==> src/rtl/fetch_unit.sv <==
// rtl/fetch_unit.sv - instruction fetch sequencer; FETCH_MISALIGN_CHK_EN enables misaligned-redirect fault
module fetch_unit #(
    parameter logic [31:0] RESET_PC = 32'h0000_0000
) (
    input  logic        clk,
    input  logic        rst,
    output logic        imem_req,
    output logic [31:0] imem_addr,
    input  logic        imem_ack,
    input  logic [31:0] imem_rdata,
    input  logic        redirect_valid,
    input  logic [31:0] redirect_pc,
    input  logic        stall,
    output logic [31:0] instr,
    output logic [31:0] instr_pc,
    output logic        instr_valid,
    output logic        fetch_fault
);

    typedef enum logic [1:0] {
        S_IDLE,
        S_REQ,
        S_FLUSH,
        S_FAULT
    } state_t;

    state_t      state;
    state_t      state_nxt;
    logic [31:0] pc;
    logic [31:0] redirect_pc_aligned;
    logic        misaligned;
    logic        redirect_take;

    assign redirect_pc_aligned = redirect_pc & 32'hFFFF_FFFC;
    assign redirect_take       = redirect_valid && (state != S_FAULT);

`ifdef FETCH_MISALIGN_CHK_EN
    assign misaligned = |redirect_pc[1:0];

    always_ff @(posedge clk or posedge rst) begin
        if (rst) begin
            fetch_fault <= 1'b0;
        end else if (redirect_take && misaligned) begin
            fetch_fault <= 1'b1;
        end
    end
`else
    assign misaligned  = 1'b0;
    assign fetch_fault = 1'b0;
`endif

    always_ff @(posedge clk or posedge rst) begin
        if (rst) begin
            state <= S_IDLE;
        end else begin
            state <= state_nxt;
        end
    end

    always_comb begin
        state_nxt = state;
        if (redirect_take) begin
            state_nxt = misaligned ? S_FAULT : S_FLUSH;
        end else begin
            case (state)
                S_IDLE:  state_nxt = S_REQ;
                S_FLUSH: state_nxt = S_REQ;
                default: state_nxt = state;
            endcase
        end
    end

    // Hold off new requests while the decoder is refusing the word we already have.
    always_comb begin
        imem_req = (state == S_REQ) && !(instr_valid && stall);
    end

    assign imem_addr = pc;

    always_ff @(posedge clk or posedge rst) begin
        if (rst) begin
            pc          <= RESET_PC;
            instr       <= 32'h0;
            instr_pc    <= 32'h0;
            instr_valid <= 1'b0;
        end else if (redirect_take) begin
            // A same-cycle ack belongs to the abandoned path and is dropped.
            if (!misaligned) begin
                pc <= redirect_pc_aligned;
            end
            instr_valid <= 1'b0;
        end else if (state == S_REQ) begin
            if (imem_req && imem_ack) begin
                instr       <= imem_rdata;
                instr_pc    <= pc;
                instr_valid <= 1'b1;
                pc          <= pc + 32'd4;
            end else if (!stall) begin
                instr_valid <= 1'b0;
            end
        end else begin
            instr_valid <= 1'b0;
        end
    end

endmodule

==> config.mk <==
export PLATFORM = sky130hd
export DESIGN_NAME = fetch_unit
export DESIGN_NICKNAME = d
export VERILOG_FILES = /design/src/rtl/fetch_unit.sv
export SDC_FILE = /design/constraint.sdc
export NUM_CORES = 1
export LEC_CHECK = 0
export CAP_MARGIN = 20
export CELL_PAD_IN_SITES_DETAIL_PLACEMENT = 1
export CELL_PAD_IN_SITES_GLOBAL_PLACEMENT = 1
export CORE_AREA = 2 2 119 121
export DETAILED_ROUTE_END_ITERATION = 16
export DIE_AREA = 0 0 121 123
export MAX_ROUTING_LAYER = met4
export PLACE_DENSITY = 0.83
export SLEW_MARGIN = 20
export SYNTH_ARGS = -nofsm -noshare
export SYNTH_HDL_FRONTEND = slang
export SYNTH_SLANG_ARGS = --single-unit
==> constraint.sdc <==
create_clock -name clk -period 4.3 [get_ports clk]
set_input_delay 1.075 -clock clk [delete_from_list [all_inputs] [get_ports clk]]
set_output_delay 1.075 -clock clk [all_outputs]
set_load 0.05 [all_outputs]
### Word level (Yosys, flattened, before mapping)

Index checks and enable logic that the tools add are counted.

* bitwise operators: 1
* $add $sub $neg: 1
* multiplexer cells: 9
* reductions and logical operators: 12
* equal/unequal tests: 4

Operators with widths (count)
* 32-bit two-way mux: 3
* 32-bit by 3-bit adder with 32-bit output (second input constant): 1
* 2-bit nonzero test: 3
* 1-bit logical AND: 4
* 1-bit two-way mux: 4
* 2-bit two-way mux: 2
* 4-bit by 3-bit != test with 1-bit output (second input constant): 1
* 3-bit AND reduction: 1
* 2-bit by 1-bit == test with 1-bit output (second input constant): 1
* 2-bit == test (second input constant): 1
* 2-bit logical NOT: 1
* 2-bit != test (second input constant): 1
* 2-bit AND reduction: 1
* 2-bit OR reduction: 1
* 1-bit logical NOT: 1
* 1-bit inverter: 1

* register bits after elaboration: 99
* output and inout port bits: 99
* word-level logic and storage cells: 32
* bits of input ports: 69

### Depth between registers and ports, before layout

* word-level depth: 7
* gate-level depth with buffers: 8
* depth with buffers taken out: 6

### Worst setup path after synthesis

No wires, ideal clock.

* path kind: in2out
* start point: input port stall
* end point: output port imem_req
* arrival time: 1.824 ns
* required time: 3.225 ns
* path slack: 1.401 ns
* stages: 1
* buffers on the path: 0
* cells stage by stage: a21oi_1

* word-level cells in the longest chain between the ends: 3

RTL lines
* from (decl): RTL line 13 `input logic stall,`
* 1-bit logical AND: RTL line 75 `imem_req = (state == S_REQ) && !(instr_valid && stall);`
* 1-bit logical NOT: RTL line 75
* 1-bit logical AND: RTL line 75
* to (decl): RTL line 7 `output logic imem_req,`

Every way passes these cells.

### Final worst setup path

Ends and elaborated chain as after synthesis.

==> impl_metrics.json <==
{
  "outcome": "finished clean",
  "core-area_um2": 13600,
  "holdPathStages": 2,
  "cts.htree.levels": 3,
  "arrival_ns": 2.53,
  "final_common_cell": "nand2_1",
  "fin_skew_ns": 0.00570,
  "synth_top_area_cell": "dfrtp_1",
  "drcViolationCount": 0,
  "grt_use_total_pct": 19.3,
  "min_to": "instr_pc[28]",
  "dr.pass1.iters": 4,
  "drt_iter0_markers": 111,
  "hold_violations": 0,
  "cts_resized": 0,
  "drt_wl_total_mm": 13.7,
  "path_clk_slew_ns": 0.06,
  "worstMarginPinSlew_ns": 0.690,
  "ys_types": 42,
  "setup_tns_ns": 0,
  "fin_crit_ns": 3.60,
  "ant_nets": 0,
  "fp.dieW_um": 121,
  "worstPathRequired_ns": 3.22,
  "rows": 43,
  "postSynthRegisterBits": 95,
  "gp_congestion": 0.761,
  "clock_path_buffers": 2,
  "cts_buffers": 9,
  "powerDensity_nw_per_um2": 778,
  "clk_latency_ns": 0.34,
  "hold_path_class": "flip-flop to flip-flop",
  "post_cts_buffers": 0,
  "drv_slew": 0,
  "synthTopCellsByArea": "dfrtp_1, nand2_1, xnor2_1",
  "place_hpwl_mm": 9.94,
  "netlist_area_um2": 4280,
  "r2r_end": "imem_addr[7]",
  "layout_common_cells": "nand2_1, clkdlybuf4s50_1, dfrtp_1",
  "num_antenna_cells": 0,
  "holdCritStartpoint": "instr_pc[28]",
  "fin_crit_sh_pct": 83.8,
  "wire_per_inst_um": 16.7,
  "synth-async-reset-ratio_pct": 100,
  "io_buffers": 160,
  "grt_pass1_vias": 4247,
  "holdWs_ns": 0.472,
  "final_nets": 708,
  "dr_total_vias": 3970,
  "io_pins": 168,
  "power.total_mw": 4.96,
  "rsz0062_at_grt": "no",
  "grt_overflow": 0,
  "initial_utilization_pct": 31.4,
  "crit_type": "input pin to output pin",
  "crit_path_max_fanout": 3,
  "synth_edf_count": 0,
  "setup_viol": 0,
  "worstReg2RegStart": "state[1]",
  "antenna_found_initial": 0,
  "synth_top_area_share_pct": 55.6,
  "grt_max_degree": 96,
  "cts_hold_buf": 0,
  "drive_gt1_share_pct": 5.60,
  "clock-sinks": 95,
  "reg2reg_depth": 6,
  "viasPerCell": 4.82,
  "ys.flop_type": "dfrtp_1",
  "areaGrowthSynthToFinish_pct": 49.2,
  "r2r_slack_ns": 2.09,
  "syn_avg_cell_area_um2": 8.82,
  "root_buffer": "clkbuf_16",
  "synthCells": 485,
  "drv_cap": 0,
  "die_h_um": 123,
  "cp-start-kind": "input pin",
  "design.die.area_um2": 14900,
  "relSlewSlack_pct": 53.9,
  "worstSetupEndpointType": "output pin",
  "irDropWorstVdd_v": 0.000314,
  "max_freq_mhz": 278,
  "grt_pass1_wl_mm": 21.7,
  "p_leak_nw": 2.82,
  "yosysWarnings": 0,
  "ys_seq_area_share_pct": 55.6,
  "cts_tree": "yes"
}
-- Yosys cell counts, drive strengths merged (3+ instances only) --
cell / number
dfrtp: 95
nor3: 9
nor4: 5
nor2: 11
xor2: 12
clkbuf: 13
and3: 6
o22ai: 3
buf: 17
o21ai: 27
nand4: 13
nand3: 13
nand2: 208
inv: 8
a21oi: 10
xnor2: 13
-- flip-flops by register name, summed over array words and instances, names as in the netlist --
name         count
instr           32
imem_addr       30
instr_pc        30
state            2
instr_valid      1
-- area by class of cell --
class | instances | area (µm²)
Tap cell | 180 | 225
Timing Repair Buffer | 168 | 1670
Fill cell | 1564 | 7230
Clock buffer | 13 | 270
Sequential cell | 95 | 2380
Multi-Input combinational cell | 356 | 1760
Clock inverter | 3 | 40.0
Inverter | 8 | 32.5
-- worst max-delay path: stages --
cell,delay (ns)
clkdlybuf4s50_1,0.48
a21oi_1,0.16
clkdlybuf4s50_1,0.81
-- where the power goes --
group          leakage (nW)  internal [mW]  switching [mW]  total [mW]
Sequential             1.18           1.23           0.358        1.59
Clock                 0.156          0.497           0.329       0.826
Combinational          1.48          0.831            1.71        2.54
Total                  2.82           2.56            2.40        4.96
-- logic make-up after synthesis --
| family | count (synthesis) | share of synthesized area, % |
|---|---|---|
| flip-flops | 95 | 55.6 |
| buffers and inverters | 38 | 4.13 |
| other | 1 | 0.0877 |
| XOR/XNOR | 25 | 5.12 |
| AO/OA/AOI/OAI | 50 | 6.90 |
| adder cells (fa/ha/maj) | 1 | 0.293 |
| AND/OR/NAND/NOR | 275 | 27.9 |
-- metal layers --
| metal | global-route usage [%] | share of wire (%) | vias up |
|---|---|---|---|
| met1 | 22.2 | 41 | 1953 |
| met5 | - | 0 | - |
| li1 | - | - | 1879 |
| met2 | 33.6 | 51 | 124 |
| met3 | 4.80 | 6.9 | 14 |
| met4 | 5.67 | 1.3 | 0 |
-- per-stage QoR --
stage	area (µm²)	cells	worst slack [ns]	utilization, %
global route	6380	823	0.644	46.9
global placement	6070	807	0.700	44.6
detailed placement	6070	807	0.696	44.6
CTS	6380	823	0.695	46.9
finish	6380	823	0.697	46.9
floorplan	4290	489	0.748	-
-- worst max path at each step --
| stage | to | start | depth (start not counted) | slack, ns |
|---|---|---|---|---|
| 2_1_floorplan | imem_addr[10] | rst | 1 | 0.75 |
| 6_report | imem_req | stall | 3 | 0.70 |
| 3_3_place_gp | imem_req | stall | 3 | 0.70 |
| 3_5_place_dp | imem_req | stall | 3 | 0.70 |
| 5_1_grt | imem_req | stall | 3 | 0.64 |
| 4_1_cts | imem_req | stall | 3 | 0.70 |
Power figures use the tool's default switching activity.
